$ cat src/rtl/pipe_cpu_fwd.sv
// 5-stage pipelined core (IF/ID/EX/MEM/WB) with hazard handling; `FORWARDING_EN selects the
// MEM/WB bypass paths, otherwise ID interlocks on EX/MEM producers. ir = {op[4:0], r1, x|r2, val3|r3}.
module pipe_cpu_fwd #(
  parameter int unsigned DATA_W   = 16,
  parameter int unsigned ADDR_W   = 8,
  parameter int unsigned RESET_PC = 0
) (
  input  logic              clock,
  input  logic              reset,
  input  logic              enable,
  input  logic              start,
  output logic [ADDR_W-1:0] i_addr,
  input  logic [15:0]       i_datain,
  output logic [ADDR_W-1:0] d_addr,
  input  logic [DATA_W-1:0] d_datain,
  output logic [DATA_W-1:0] d_dataout,
  output logic              d_we,
  input  logic [2:0]        dbg_sel,
  output logic [DATA_W-1:0] dbg_data,
  output logic              busy
);

  typedef enum logic [4:0] {
    OP_NOP  = 5'b00000, OP_HALT = 5'b00001, OP_LOAD = 5'b00010, OP_STORE = 5'b00011,
    OP_SLL  = 5'b00100, OP_SLA  = 5'b00101, OP_SRL  = 5'b00110, OP_SRA   = 5'b00111,
    OP_ADD  = 5'b01000, OP_ADDI = 5'b01001, OP_SUB  = 5'b01010, OP_SUBI  = 5'b01011,
    OP_CMP  = 5'b01100, OP_AND  = 5'b01101, OP_OR   = 5'b01110, OP_XOR   = 5'b01111,
    OP_LDIH = 5'b10000, OP_ADDC = 5'b10001, OP_SUBC = 5'b10010,
    OP_JUMP = 5'b11000, OP_JMPR = 5'b11001, OP_BZ   = 5'b11010, OP_BNZ   = 5'b11011,
    OP_BN   = 5'b11100, OP_BNN  = 5'b11101, OP_BC   = 5'b11110, OP_BNC   = 5'b11111
  } op_e;

  typedef enum logic {S_IDLE, S_EXEC} state_e;

  function automatic logic writes_rd(input op_e op);
    case (op)
      OP_LOAD, OP_LDIH, OP_ADD, OP_ADDI, OP_ADDC, OP_SUB, OP_SUBI, OP_SUBC,
      OP_AND, OP_OR, OP_XOR, OP_SLL, OP_SLA, OP_SRL, OP_SRA: return 1'b1;
      default: return 1'b0;
    endcase
  endfunction

  function automatic logic a_from_r1(input op_e op);
    case (op)
      OP_ADDI, OP_SUBI, OP_LDIH, OP_JMPR,
      OP_BZ, OP_BNZ, OP_BN, OP_BNN, OP_BC, OP_BNC: return 1'b1;
      default: return 1'b0;
    endcase
  endfunction

  function automatic logic has_a(input op_e op);
    case (op)
      OP_NOP, OP_HALT, OP_JUMP: return 1'b0;
      default: return 1'b1;
    endcase
  endfunction

  function automatic logic b_is_r3(input op_e op);
    case (op)
      OP_ADD, OP_ADDC, OP_SUB, OP_SUBC, OP_CMP, OP_AND, OP_OR, OP_XOR: return 1'b1;
      default: return 1'b0;
    endcase
  endfunction

  function automatic logic b_is_val3(input op_e op);
    case (op)
      OP_LOAD, OP_STORE, OP_SLL, OP_SLA, OP_SRL, OP_SRA: return 1'b1;
      default: return 1'b0;
    endcase
  endfunction

  function automatic logic sets_flags(input op_e op);
    case (op)
      OP_LDIH, OP_ADD, OP_ADDI, OP_ADDC, OP_SUB, OP_SUBI, OP_SUBC, OP_CMP,
      OP_AND, OP_OR, OP_XOR, OP_SLL, OP_SLA, OP_SRL, OP_SRA: return 1'b1;
      default: return 1'b0;
    endcase
  endfunction

  function automatic logic reads_reg(input logic [15:0] ir, input logic [2:0] r);
    op_e        op;
    logic [2:0] src_a;
    op    = op_e'(ir[15:11]);
    src_a = a_from_r1(op) ? ir[10:8] : ir[6:4];
    return (has_a(op) && src_a == r) || (b_is_r3(op) && ir[2:0] == r) ||
           (op == OP_STORE && ir[10:8] == r);
  endfunction

  state_e              state_q, state_d;
  logic [ADDR_W-1:0]   pc_q, pc_d;
  logic [15:0]         id_ir_q, id_ir_d, ex_ir_q, ex_ir_d, mem_ir_q, mem_ir_d, wb_ir_q, wb_ir_d;
  logic [DATA_W-1:0]   reg_a_q, reg_a_d, reg_b_q, reg_b_d, smdr_q, smdr_d;
  logic [DATA_W-1:0]   reg_c_q, reg_c_d, smdr1_q, smdr1_d, reg_c1_q, reg_c1_d;
  logic                zf_q, zf_d, nf_q, nf_d, cf_q, cf_d;
  logic [DATA_W-1:0]   gr_q [8];

  op_e                 id_op, ex_op, mem_op, wb_op;
  logic [2:0]          id_src_a, ex_src_a, ex_rd, mem_rd, wb_rd;
  logic                run, wb_we, stall, taken;
  logic [DATA_W-1:0]   rd_a, rd_b, rd_s, op_a, op_b, st_data, alu_res;
  logic                alu_cf;
  logic [ADDR_W-1:0]   target;
  logic                unused_ir_bits;

  assign run      = (state_q == S_EXEC) && enable;
  assign id_op    = op_e'(id_ir_q[15:11]);
  assign ex_op    = op_e'(ex_ir_q[15:11]);
  assign mem_op   = op_e'(mem_ir_q[15:11]);
  assign wb_op    = op_e'(wb_ir_q[15:11]);
  assign ex_rd    = ex_ir_q[10:8];
  assign mem_rd   = mem_ir_q[10:8];
  assign wb_rd    = wb_ir_q[10:8];
  assign wb_we    = run && writes_rd(wb_op);
  assign id_src_a = a_from_r1(id_op) ? id_ir_q[10:8] : id_ir_q[6:4];
  assign ex_src_a = a_from_r1(ex_op) ? ex_ir_q[10:8] : ex_ir_q[6:4];
  assign unused_ir_bits = ^{mem_ir_q[7:0], wb_ir_q[7:0]};

  // ID register read: a same-cycle WB write to the register wins
  always_comb begin
    rd_a = gr_q[id_src_a];
    rd_b = gr_q[id_ir_q[2:0]];
    rd_s = gr_q[id_ir_q[10:8]];
    if (wb_we && wb_rd == id_src_a)      rd_a = reg_c1_q;
    if (wb_we && wb_rd == id_ir_q[2:0])  rd_b = reg_c1_q;
    if (wb_we && wb_rd == id_ir_q[10:8]) rd_s = reg_c1_q;
  end

`ifdef FORWARDING_EN
  logic mem_fwd, wb_fwd;
  assign mem_fwd = writes_rd(mem_op) && (mem_op != OP_LOAD);
  assign wb_fwd  = writes_rd(wb_op);
  assign stall   = (ex_op == OP_LOAD) && reads_reg(id_ir_q, ex_rd);

  // WB applied first so the younger MEM result overrides it
  always_comb begin
    op_a    = reg_a_q;
    op_b    = reg_b_q;
    st_data = smdr_q;
    if (wb_fwd && wb_rd == ex_src_a)   op_a = reg_c1_q;
    if (mem_fwd && mem_rd == ex_src_a) op_a = reg_c_q;
    if (b_is_r3(ex_op)) begin
      if (wb_fwd && wb_rd == ex_ir_q[2:0])   op_b = reg_c1_q;
      if (mem_fwd && mem_rd == ex_ir_q[2:0]) op_b = reg_c_q;
    end
    if (wb_fwd && wb_rd == ex_rd)   st_data = reg_c1_q;
    if (mem_fwd && mem_rd == ex_rd) st_data = reg_c_q;
  end
`else
  logic unused_ex_src_a;
  assign unused_ex_src_a = ^ex_src_a;
  assign stall = (writes_rd(ex_op) && reads_reg(id_ir_q, ex_rd)) ||
                 (writes_rd(mem_op) && reads_reg(id_ir_q, mem_rd));
  assign op_a    = reg_a_q;
  assign op_b    = reg_b_q;
  assign st_data = smdr_q;
`endif

  always_comb begin
    alu_res = '0;
    alu_cf  = 1'b0;
    case (ex_op)
      OP_ADD, OP_ADDI, OP_ADDC, OP_LDIH:
        {alu_cf, alu_res} = {1'b0, op_a} + {1'b0, op_b} + {{DATA_W{1'b0}}, cf_q};
      OP_SUB, OP_SUBI, OP_SUBC, OP_CMP:
        {alu_cf, alu_res} = {1'b0, op_a} - {1'b0, op_b} - {{DATA_W{1'b0}}, cf_q};
      OP_AND:          alu_res = op_a & op_b;
      OP_OR:           alu_res = op_a | op_b;
      OP_XOR:          alu_res = op_a ^ op_b;
      OP_SLL, OP_SLA:  alu_res = op_a << op_b;
      OP_SRL:          alu_res = op_a >> op_b;
      OP_SRA:          alu_res = $signed(op_a) >>> op_b;
      OP_LOAD, OP_STORE, OP_JMPR, OP_BZ, OP_BNZ, OP_BN, OP_BNN, OP_BC, OP_BNC:
        alu_res = op_a + op_b;
      default:         alu_res = '0;
    endcase
  end

  always_comb begin
    case (ex_op)
      OP_JUMP, OP_JMPR: taken = 1'b1;
      OP_BZ:            taken = zf_q;
      OP_BNZ:           taken = !zf_q;
      OP_BN:            taken = nf_q;
      OP_BNN:           taken = !nf_q;
      OP_BC:            taken = cf_q;
      OP_BNC:           taken = !cf_q;
      default:          taken = 1'b0;
    endcase
    target = (ex_op == OP_JUMP) ? ADDR_W'(ex_ir_q[7:0]) : ADDR_W'(alu_res);
  end

  always_comb begin
    state_d = state_q;
    case (state_q)
      S_IDLE: if (enable && start) state_d = S_EXEC;
      S_EXEC: if (!enable || wb_op == OP_HALT) state_d = S_IDLE;
      default: state_d = S_IDLE;
    endcase
  end

  always_comb begin
    pc_d = pc_q;   id_ir_d = id_ir_q;
    ex_ir_d = ex_ir_q;   reg_a_d = reg_a_q;   reg_b_d = reg_b_q;   smdr_d = smdr_q;
    mem_ir_d = mem_ir_q; reg_c_d = reg_c_q;   smdr1_d = smdr1_q;
    wb_ir_d = wb_ir_q;   reg_c1_d = reg_c1_q;
    zf_d = zf_q;   nf_d = nf_q;   cf_d = cf_q;
    if (run) begin
      if (taken)      pc_d = target;
      else if (!stall) pc_d = pc_q + ADDR_W'(1);
      if (taken)      id_ir_d = '0;
      else if (!stall) id_ir_d = i_datain;
      ex_ir_d = (taken || stall) ? '0 : id_ir_q;
      reg_a_d = rd_a;
      smdr_d  = rd_s;
      if (b_is_r3(id_op))         reg_b_d = rd_b;
      else if (b_is_val3(id_op))  reg_b_d = DATA_W'(id_ir_q[3:0]);
      else if (id_op == OP_LDIH)  reg_b_d = DATA_W'({id_ir_q[7:0], 8'h00});
      else                        reg_b_d = DATA_W'(id_ir_q[7:0]);
      mem_ir_d = ex_ir_q;
      reg_c_d  = alu_res;
      smdr1_d  = st_data;
      wb_ir_d  = mem_ir_q;
      reg_c1_d = (mem_op == OP_LOAD) ? d_datain : reg_c_q;
      if (sets_flags(ex_op)) begin
        zf_d = (alu_res == '0);
        nf_d = alu_res[DATA_W-1];
        cf_d = alu_cf;
      end
    end
  end

  always_ff @(posedge clock or negedge reset) begin
    if (!reset) begin
      state_q  <= S_IDLE;
      pc_q     <= ADDR_W'(RESET_PC);
      id_ir_q  <= '0;  ex_ir_q <= '0;  mem_ir_q <= '0;  wb_ir_q <= '0;
      reg_a_q  <= '0;  reg_b_q <= '0;  smdr_q   <= '0;
      reg_c_q  <= '0;  smdr1_q <= '0;  reg_c1_q <= '0;
      zf_q     <= 1'b0; nf_q   <= 1'b0; cf_q    <= 1'b0;
    end else begin
      state_q  <= state_d;
      pc_q     <= pc_d;
      id_ir_q  <= id_ir_d;  ex_ir_q <= ex_ir_d;  mem_ir_q <= mem_ir_d;  wb_ir_q <= wb_ir_d;
      reg_a_q  <= reg_a_d;  reg_b_q <= reg_b_d;  smdr_q   <= smdr_d;
      reg_c_q  <= reg_c_d;  smdr1_q <= smdr1_d;  reg_c1_q <= reg_c1_d;
      zf_q     <= zf_d;     nf_q    <= nf_d;     cf_q     <= cf_d;
    end
  end

  always_ff @(posedge clock or negedge reset) begin
    if (!reset) begin
      for (int unsigned i = 0; i < 8; i++) gr_q[i] <= '0;
    end else if (wb_we) begin
      gr_q[wb_rd] <= reg_c1_q;
    end
  end

  assign i_addr    = pc_q;
  assign d_addr    = ADDR_W'(reg_c_q);
  assign d_dataout = smdr1_q;
  assign d_we      = run && (mem_op == OP_STORE);
  assign dbg_data  = gr_q[dbg_sel];
  assign busy      = (state_q == S_EXEC);

endmodule

$ cat config.mk
export PLATFORM = sky130hd
export DESIGN_NAME = pipe_cpu_fwd
export DESIGN_NICKNAME = d
export VERILOG_FILES = /design/src/rtl/pipe_cpu_fwd.sv
export SDC_FILE = /design/constraint.sdc
export NUM_CORES = 1
export LEC_CHECK = 0
export ABC_AREA = 0
export CORE_ASPECT_RATIO = 0.6
export CORE_MARGIN = 2
export CORE_UTILIZATION = 55
export CTS_CLUSTER_DIAMETER = 40
export DETAILED_ROUTE_END_ITERATION = 12
export PLACE_DENSITY = 0.83
export SYNTH_ARGS = -nofsm -noshare
export SYNTH_HDL_FRONTEND = slang
export SYNTH_SLANG_ARGS = --single-unit
$ cat constraint.sdc
create_clock -name clock -period 10.36 [get_ports clock]
set_input_delay 2.59 -clock clock [delete_from_list [all_inputs] [get_ports clock]]
set_output_delay 2.59 -clock clock [all_outputs]
set_load 0.05 [all_outputs]
### After elaboration in Yosys (flattened, before gate mapping)

Memories as Yosys holds them, arrays and structs flattened.
Cells that the tools add are included.
W data, S select, Z words.

* output and inout bits: 50
* ROM bits: 320
* bits of input ports: 39
* word-level logic and storage cells: 185
* memories kept: 10
* bits in registers: 300

Memories
* (no name shown): depth 32, width 1, rd ports 1, clocked after Yosys merged registers in 0, wr ports 0, line 59 `case (op)`
* (no name shown): depth 32, width 1, rd ports 1, clocked after Yosys merged registers in 0, wr ports 0, line 73 `case (op)`
* (no name shown): depth 32, width 1, rd ports 1, clocked after Yosys merged registers in 0, wr ports 0, line 44 `case (op)`
* (no name shown): depth 32, width 1, rd ports 1, clocked after Yosys merged registers in 0, wr ports 0, line 59
* (no name shown): depth 32, width 1, rd ports 1, clocked after Yosys merged registers in 0, wr ports 0, line 36 `case (op)`
* (no name shown): depth 32, width 1, rd ports 1, clocked after Yosys merged registers in 0, wr ports 0, line 44
* 4 more memories

* reduce and logical (&&, ||, !) cells: 38
* equality and inequality tests: 47
* $add $sub $neg: 6
* bitwise gates (word level): 9
* shift operators: 3
* muxes and demuxes: 43
* order comparisons: 6

Operators by type and width (number)
* $mux W16: 19
* $bmux W16 S3: 4
* $pmux W16 S9: 1
* $bwmux W128: 1
* $eq A5 B5 Y1 const B: 13
* $demux W16 S3: 1
* $eq A5 B3 Y1 const B: 8
* $eq A5 B4 Y1 const B: 8
* $eq A5 B2 Y1 const B: 6
* $eq A3 B3 Y1: 9
* $mux W8: 3
* $ge A4 B4 Y1 const B: 5
* $not A3 Y4: 5
* $add A16 B16 Y17: 1
* $add A17 B1 Y17: 1
* $sub A16 B16 Y17: 1
* $sub A17 B1 Y17: 1
* $add A16 B16 Y16: 1
* $and A16 B16 Y16: 1
* $logic_and A1 B1 Y1: 16
* $logic_not A16 Y1: 1
* $or A16 B16 Y16: 1
* $shl A16 B16 Y16: 1
* $shr A16 B16 Y16: 1
* 20 further kinds: 43

### Logic depth before layout (Yosys ltp)

Gate-level depths: netlist (run 1).

* depth in word-level cells: 10
* gate-level depth with buffers: 15
* depth with buffers taken out: 13

### Worst setup path after synthesis (run 1)

OpenSTA, ideal clock, no wires.

* path type: input to output
* start point: input enable
* end point: output d_we
* setup slack: 3346 ps
* stages: 5
* data arrival time: 4424 ps
* required time: 7770 ps
* path buffers: 3
* cells stage by stage: nand2_1 > clkbuf_1 > clkbuf_1 > clkbuf_1 > nor3_1

* word-level cells in the longest chain between the ends: 2

Ends and longest elaborated chain
* start: declaration: line 10 `input logic enable,`
* $logic_and A1 B1 Y1: line 105 `assign run = (state_q == S_EXEC) && enable;`
* $logic_and A1 B1 Y1: line 261 `assign d_we = run && (mem_op == OP_STORE);`
* end: declaration: line 17 `output logic d_we,`

Every way passes these cells.

### Final worst setup path (run 1)

* start point: input dbg_sel[0]
* end point: output dbg_data[7]

* word-level cells in the longest chain between the ends: 4

Ends and longest elaborated chain
* start: declaration: line 18 `input logic [2:0] dbg_sel,`
* $not A3 Y4 (implied by the code): line 262 `assign dbg_data = gr_q[dbg_sel];`
* $bmux W16 S3: line 262
* $mux W16 (implied by the code) (2 in series): line 262
* end: declaration: line 19 `output logic [DATA_W-1:0] dbg_data,`

Every way passes these cells. The select of a mux whose other input is x is not followed.

==> results of run 1 <==
[cell families after synthesis]
group | Yosys count | synth area share, %
simple gates | 559 | 12.4
fa+ha+maj | 72 | 4.33
flops | 284 | 32.8
xor+xnor | 47 | 1.90
compound gates | 552 | 17.3
mux | 399 | 26.0
buf+inv | 278 | 5.26
[cell type report]
type	count	share of cell area [%]
clock buffer	37	3.21
clock inverter	15	0.872
inverter	70	1.10
multi-input combinational	1629	56.8
sequential	284	29.9
tap	522	2.74
timing repair buffer	142	5.45
[worst max-delay path by stage]
stage / slack, ns / depth (start not counted) / endpoint / from
floorplan: 3.35 / 5 / d_we / enable
global placement: 2.67 / 4 / dbg_data[1] / dbg_sel[0]
detailed placement: 2.62 / 4 / dbg_data[13] / dbg_sel[0]
CTS: 2.63 / 4 / dbg_data[13] / dbg_sel[0]
global route: 2.49 / 4 / dbg_data[7] / dbg_sel[0]
finish: 2.64 / 4 / dbg_data[7] / dbg_sel[0]
[layer usage]
metal | track usage (%) | wire (microns) | vias to the layer above
met3 | 16.8 | 13600 | 253
met4 | 11.0 | 2760 | 4
met1 | 55.5 | 31400 | 9760
li1 | - | - | 8135
met2 | 51.1 | 31100 | 1552
met5 | 0 | 23 | -
[tightest hold or removal path, cell delays in order (launching register included)]
cell	delay [ns]
sky130_fd_sc_hd__dfrtp_1	0.34
sky130_fd_sc_hd__nand2_1	0.05
sky130_fd_sc_hd__nand2_1	0.05
[sequential cells by signal, summed over array words and instances (netlist names), 8 cells and up]
name / flops
reg_c1_q: 16
gr_q: 128
mem_ir_q: 8
ex_ir_q: 16
i_addr: 8
smdr_q: 16
op_b: 16
d_dataout: 16
wb_ir_q: 8
reg_c_q: 16
id_ir_q: 16
op_a: 16
[layout by cell type, fill, tap and decap left out, types with 27 or more instances in the layout]
| cell | n |
|---|---|
| sky130_fd_sc_hd__xor2_1 | 27 |
| sky130_fd_sc_hd__buf_4 | 53 |
| sky130_fd_sc_hd__clkbuf_16 | 28 |
| sky130_fd_sc_hd__a221oi_1 | 29 |
| sky130_fd_sc_hd__mux4_2 | 113 |
| sky130_fd_sc_hd__clkdlybuf4s50_1 | 86 |
| sky130_fd_sc_hd__nand2_1 | 251 |
| sky130_fd_sc_hd__o21ai_0 | 135 |
| sky130_fd_sc_hd__a211oi_1 | 30 |
| sky130_fd_sc_hd__nand3_1 | 27 |
| sky130_fd_sc_hd__ha_1 | 67 |
| sky130_fd_sc_hd__dfrtp_1 | 279 |
| sky130_fd_sc_hd__o211ai_1 | 36 |
| sky130_fd_sc_hd__mux2_2 | 176 |
| sky130_fd_sc_hd__mux2i_1 | 107 |
| sky130_fd_sc_hd__nor2_1 | 100 |
| sky130_fd_sc_hd__a21oi_1 | 101 |
| sky130_fd_sc_hd__inv_1 | 67 |
| sky130_fd_sc_hd__a22o_1 | 33 |
[metrics by stage]
stage	util (%)	instances	hold slack (ns)	worst slack (ns)	instance area [sq um]
final	61.1	2699	0.473	2.64	23800
after global routing	61.1	2699	0.500	2.49	23800
after CTS	61.1	2699	0.473	2.63	23800
after detailed placement	58.6	2647	0.455	2.62	22800
after global placement	58.6	2647	0.454	2.67	22800
after floorplan	-	2191	0.439	3.35	21700
[power by group through the flow]
stage               combinational, mW  sequential (mW)  clock [mW]
floorplan                        3.59             1.89           0
global placement                 4.88             2.14           0
detailed placement               4.98             2.18           0
CTS                              5.03             2.17        1.10
global route                     5.52             2.25        1.14
finish                           5.24             2.23        1.10
==> impl.org, run 1 <==
** Timing
- The final number of max-transition violations came to 0.
- Fin crit share :: 74.5%
- Based on the critical path, the design can be clocked at up to 130 MHz.
- Setup repair after global routing left no endpoint under its margin.
- For the pin with the worst max-slew slack, the measured transition is 1.29 ns.
- Endpoints failing hold :: 0
- Maximum clock skew at final layout :: 0.0266 ns
- Setup violations remaining at the end of the flow were counted as 0.
- In this run the tightest slew margin relative to its limit is 14.0%.
- Setup total negative slack on the finished layout was measured at 0 ns.
- Final min period :: 7.72 ns

** Logic synthesis
- Number of flops mapped to enable cells by yosys :: 0
- Among all flip-flop cells after synthesis, the most frequent one is sky130_fd_sc_hd__dfrtp_1.
- Sequential-to-total area share from yosys stat :: 32.8%
- Synthesis instantiated 87 different standard cells from the library.
- Most common library cells after synthesis :: sky130_fd_sc_hd__dfrtp_1 (284), sky130_fd_sc_hd__nand2_1 (252), sky130_fd_sc_hd__mux2_2 (176)
- Summing every instance area after synthesis gives 21700 sq um.
- After synthesis, the share of flip-flops with an asynchronous set or reset is 100%.
- Most area-hungry cell type in the Yosys netlist :: sky130_fd_sc_hd__dfrtp_1
- During synthesis, Yosys emitted a total of 0 warnings.
- Synth Register Bits :: 284
- Cell types occupying the most area after synthesis :: sky130_fd_sc_hd__dfrtp_1 (33%), sky130_fd_sc_hd__mux4_2 (12%), sky130_fd_sc_hd__mux2_2 (9.2%)
- Each instance of the synthesized netlist takes up on average 9.89 sq um.
- Syn nets :: 2302
- The top cell type by area accounts for 32.8% of the synthesized area.
- Dominant cell by count in the synthesized netlist :: sky130_fd_sc_hd__dfrtp_1
- The cell count after synthesis came out at 2191.

** Worst setup path
- Reg-to-reg critical path endpoint :: zf_q
- Kind of end point of the critical path :: output pin
- For the worst setup path, the data arrival time is 5.13 ns.
- Among all stages on the critical path, the largest delay is contributed by sky130_fd_sc_hd__buf_2.
- Crit path buffers/inverters :: 2
- Flop2flop setup slack :: 5.17 ns
- WS Path Type :: input port to output pin
- CP Max Fanout :: 32
- Maximum single-stage delay on the critical path :: 0.86 ns
- Cell-by-cell listing of the critical path :: buf_2, mux4_2, mux2_2, clkdlybuf4s50_1
- The worst setup path is launched from an input port.
- The startpoint identified for the worst register-to-register timing path is op_b[1].
- Among cell families on the critical path, the largest total delay comes from buffers and inverters.
- Data required time at the worst endpoint :: 7.77 ns
- Worst R2R Path Depth :: 13

** Power and ir drop
- In this run, flip-flops and latches consume 26.1% of the power.
- PD cells :: 360 nW/um^2
- The design draws 8.57 mW.
- In this run switching power makes up 52.1% of total power.
- Across the VDD grid, the largest voltage drop is 0.000249 V.
- Internal Pwr Total :: 4.11 mW
- Part of the total power dissipated in the clock network :: 12.8%
- Combinational logic burns 61.1% of the power.
- Switching power of the nets :: 4.47 mW
- Summed over all cells, the static leakage comes to 10.3 nW.

** Finish
- The multi-input combinational cells in the finished layout cover a total of 13500 sq um.
- The filler cells instantiated in the layout total 3076.
- Number of inserted diodes :: 0
- Registers take 7110 sq um.
- Fin nets :: 2266
- Compared with the post-synthesis result, the final layout area differs by 9.98%.
- Cells with a size suffix above 1 make up 20.0% of the layout.

** GRT
- Sum of overflow across all layers after global routing :: 0
- The first global-routing pass estimated 118000 microns of wire.
- Initial antenna violation count :: 3
- Global routing consumed, over all layers together, 38.3% of the routing resources.
- Vias in the first global route :: 18200
- Entering global routing, the biggest net connects 158 pins.

** Place
- At the end of routability-driven placement, the weighted congestion stood at 1.03.
- Port buffering added 88 buffers.
- Half-perimeter wire length after placement :: 54900 microns

** Job
- Max capacitance violation total :: 0

** Floorplan
- Die area :: 41000 sq um
- The die is 260 microns wide.
- 89 I/O pins were placed.
- The die is 158 microns tall.
- The initialized floorplan defines 56 standard-cell rows.
- CORE AREA :: 39000 sq um
- The initial utilization of the core area, before any placement, comes to 55.6%.

** CTS
- After clock tree synthesis, the clock-pin slew on the worst setup and hold paths is 0.07 ns.
- The number of setup buffers added after CTS is 0.
- Clock tree synthesis selected as its root buffer the cell sky130_fd_sc_hd__clkbuf_16.
- Number of buffers created by CTS :: 28
- Clock tree from TritonCTS :: built
- CTS built an H-tree with a depth of 1.
- Hold-fix buffer count after cts :: 0
- For the worst-skew pair, the clock arrives at the later sink with an insertion delay of 0.59 ns.
- Counting every sink on the clock net gives 284.
- Bufs on Longest Clock Path :: 3
- Number of instances resized during post-cts repair :: 0

** Detailed routing
- Remaining design rule violation count :: 0
- Vias per std cell :: 7.30
- Total wire length after detailed routing :: 79000 microns
- Number of routed nets with antenna violations :: 0
- Drt pass-1 iters :: 6
- The routed layout has 19700 vias.
- Average wire per standard cell :: 29.3 microns
- Initial drt markers :: 3459

** Hold path
- Class of the tightest hold or removal check :: flop to flop
- Along the worst hold path, the cell count comes to 2.
- Worst hold start :: smdr_q[14]
- For hold timing, the worst endpoint is d_dataout[14].

** Status
- The run finished with clean final reports.
Note: power is estimated with default switching activity, not from simulation.
==> run 2: changes to the inputs <==
--- a/config.mk
+++ b/config.mk
@@ -11,7 +11,7 @@
 export CORE_UTILIZATION = 55
 export CTS_CLUSTER_DIAMETER = 40
 export DETAILED_ROUTE_END_ITERATION = 12
-export PLACE_DENSITY = 0.83
+export PLACE_DENSITY = 0.86
 export SYNTH_ARGS = -nofsm -noshare
 export SYNTH_HDL_FRONTEND = slang
 export SYNTH_SLANG_ARGS = --single-unit
==> constraint.sdc (replaced) <==
create_clock -name clock -period 6.5 [get_ports clock]
set_input_delay 1.625 -clock clock [delete_from_list [all_inputs] [get_ports clock]]
set_output_delay 1.625 -clock clock [all_outputs]
set_load 0.05 [all_outputs]
==> run 2 against run 1 <==
Compared with the run above:
- non-clock buffer count is 1 higher
- clock-buffer cell count is 6 lower
- final cell count is 0.19% higher
- design area hardly changed
- critical path depth is 1 higher
- global-route usage is 0.70 points lower
- routed wire length is 1.2% lower
- largest cell class unchanged
- highest routed layer unchanged
==> impl.org, run 2 (synthesized netlist as in run 1, its figures left out) <==
** Detailed routing
- Top layer used by detailed routing :: met5
- The violation count after the first detailed-route iteration came to 3255 (-5.9%).
- The number of vias in the routed layout was 19900 (+1.0%).
- Vias per std cell :: 7.36 (+0.83%)
- Length of routed met3 wiring :: 14800 microns (+9.1%)
- The routed length on met1 is 30100 microns (-4.3%).
- Met2 Routed Length :: 30400 microns (-2.3%)
- Average wire per standard cell :: 28.8 microns (-1.4%)
- Drt pass-1 iters :: 6 (unchanged)
- Remaining design rule violation count :: 0 (unchanged)
- The number of routed nets with antenna violations came to 0 (unchanged).
- The total routed wirelength came to 78000 microns (-1.2%).

** Timing
- The worst hold-check slack is 0.476 ns (+0.00361 ns).
- The actual slew at the worst max-slew pin is 1.36 ns (+0.0720 ns).
- Accumulated negative setup slack :: 0 ns (unchanged)
- The final critical path takes up 86.0% of the cycle.
- Final min period :: 5.59 ns
- Maximum clock skew at final layout :: 0.0170 ns (-0.00960 ns)
- Derived from the worst setup path, the maximum achievable clock frequency is 179 MHz.
- RSZ-0062 raised after global routing :: false
- The worst slew slack as a fraction of its limit came to 9.25% (-4.7 points).
- Total of endpoints with negative setup slack in the final report :: 0 (unchanged)
- Endpoints failing hold :: 0 (unchanged)
- Number of slew-limit violations in the final report :: 0 (unchanged)

** GRT
- Overall routing resource usage :: 37.6% (-0.70 points)
- The via count of the first global-routing pass is 18300 (+0.75%).
- The wire length of the first global-routing pass is 116000 microns (-1.2%).
- Initial antenna violation count :: 6 (+3)
- The remaining global-route overflow came to 0 (unchanged).
- Largest net degree at the start of global routing :: 116 (-27%)

** Worst setup path
- Maximum single-stage delay on the critical path :: 0.71 ns (-0.15 ns)
- Startpoint types :: input port
- Data arrival at the endpoint of the critical path :: 3.96 ns (-1.17 ns)
- The signal on the critical path passes through clkdlybuf4s50_1, buf_4, mux4_2, mux2_2, clkdlybuf4s50_1.
- The most numerous cell type found on the critical path is sky130_fd_sc_hd__clkdlybuf4s50_1.
- CP Max Fanout :: 32 (unchanged)
- WS Path Type :: input port to output pin
- Kind of end point of the critical path :: output pin
- The largest individual stage delay along the critical path comes from the cell sky130_fd_sc_hd__clkdlybuf4s50_1.
- Data required time at the worst endpoint :: 4.88 ns (-2.89 ns)

** CTS
- Clock transition at the registers of the reported paths :: 0.07 ns (about the same)
- The maximum level of the CTS H-tree came to 1 (unchanged).
- Clock tree synthesis selected as its root buffer the cell sky130_fd_sc_hd__clkbuf_16.
- Later-pin clock latency in the skew report :: 0.56 ns (-0.03 ns)
- Hold-fix buffer count after cts :: 0 (unchanged)
- The number of setup buffers added after CTS came to 0 (unchanged).
- Clock tree from TritonCTS :: built
- The post-cts repair resize count is 0 (unchanged).
- The maximum count of clock buffers along a single path came to 3 (unchanged).
- Num Clock Sinks :: 284 (unchanged)
- The total clock buffers created by CTS came to 27 (-3.6%).

** Finish
- Area growth from synthesis to final layout :: 9.99% (about the same)
- More flip-flops sit in one register than any other, and that register is gr_q.
- Share of the core filled with cells :: 61.2% (about the same)
- The library cell used most frequently in the layout, excluding fill and tap cells, is sky130_fd_sc_hd__dfrtp_1.
- The post-layout net count is 2266 (unchanged).
- The fraction of final layout cells sized beyond drive strength 1 is 20.1% (+0.055 points).
- Final Instance Area :: 23800 sq um (about the same)
- Leaving out fill and tap cells, the most frequent cells in the layout are sky130_fd_sc_hd__dfrtp_1 (279), sky130_fd_sc_hd__nand2_1 (251), sky130_fd_sc_hd__mux2_2 (176).
- The number of flip-flops in the largest register came to 128 (unchanged).

** Floorplan
- The die extent in y came to 158 microns (unchanged).
- The horizontal extent of the die came to 260 microns (unchanged).
- Die area :: 41000 sq um (unchanged)
- The number of top-level pins was 89 (unchanged).
- Row cnt :: 56 (unchanged)
- The effective utilization at floorplan was 55.6% (unchanged).
- CORE AREA :: 39000 sq um (unchanged)

** Place
- The final HPWL from detailed placement was 55000 microns (+0.11%).
- The cell area after placement came to 22800 sq um (about the same).
- The routability-driven placement congestion ratio came to 1.05 (+2.1%).
- The number of I/O port buffers came to 88 (unchanged).

** Status
- The run finished with clean final reports.

** Job
- The number of maximum-capacitance constraint violations is 0 (unchanged).

** Power and ir drop
- The leakage power figure is 10.3 nW (about the same).
- IR Drop Worst-Case VDD :: 0.000388 V (+56%)
- The total power of the final layout came to 13.7 mW (+60%).
- The power density of the placed cells came to 575 nW/um^2 (+60%).

** Hold path
- The path class of the tightest hold or removal check is flop to flop.
## run 2: path summary, 6_finish.rpt
path	depth (start not counted)	start	to	slack [ns]
worst min register to register	2	smdr_q[3]	d_dataout[3]	0.48
worst min-delay path	2	smdr_q[3]	d_dataout[3]	0.48
min in group asynchronous	1	reset	reg_c_q[2]	1.15
max in group asynchronous	2	reset	gr_q[40]	4.15
worst max register to register	9	ex_ir_q[11]	zf_q	1.67
worst max-delay path	5	dbg_sel[1]	dbg_data[15]	0.91
## run 2: power by group
group	switching [mW]	internal (mW)	leakage [nW]	total, mW
Sequential	1.18	2.35	3.80	3.54
Clock	0.755	0.991	0.465	1.75
Combinational	5.22	3.20	6.06	8.41
Total	7.16	6.54	10.3	13.7
## run 2: critical path: cells and delay by family
family	cells	cell delay [ns]
buffers and inverters	3	1.61
multiplexers	2	0.71
## run 2: stage by stage
step                cells  worst slack [ns]
floorplan            2191              1.42
detailed placement   2648             0.964
global placement     2648              1.01
CTS                  2698             0.952
global route         2698             0.891
finish               2704             0.911
## run 2: layer usage
metal / vias to the layer above / track usage [%]
met3: 285 / 19.2
met1: 9727 / 53.5
li1: 8136 / -
met4: 4 / 9.22
met5: - / 0
met2: 1752 / 50.0
## run 2: layout make-up
type,count,area [sq um]
diodes,6,15.0
clock buffers,31,701
clock inverters,19,259
fillers,3091,15100
inverters,70,263
multi-input cells,1629,13500
flip-flops and latches,284,7110
well taps,522,653
repair buffers,143,1310
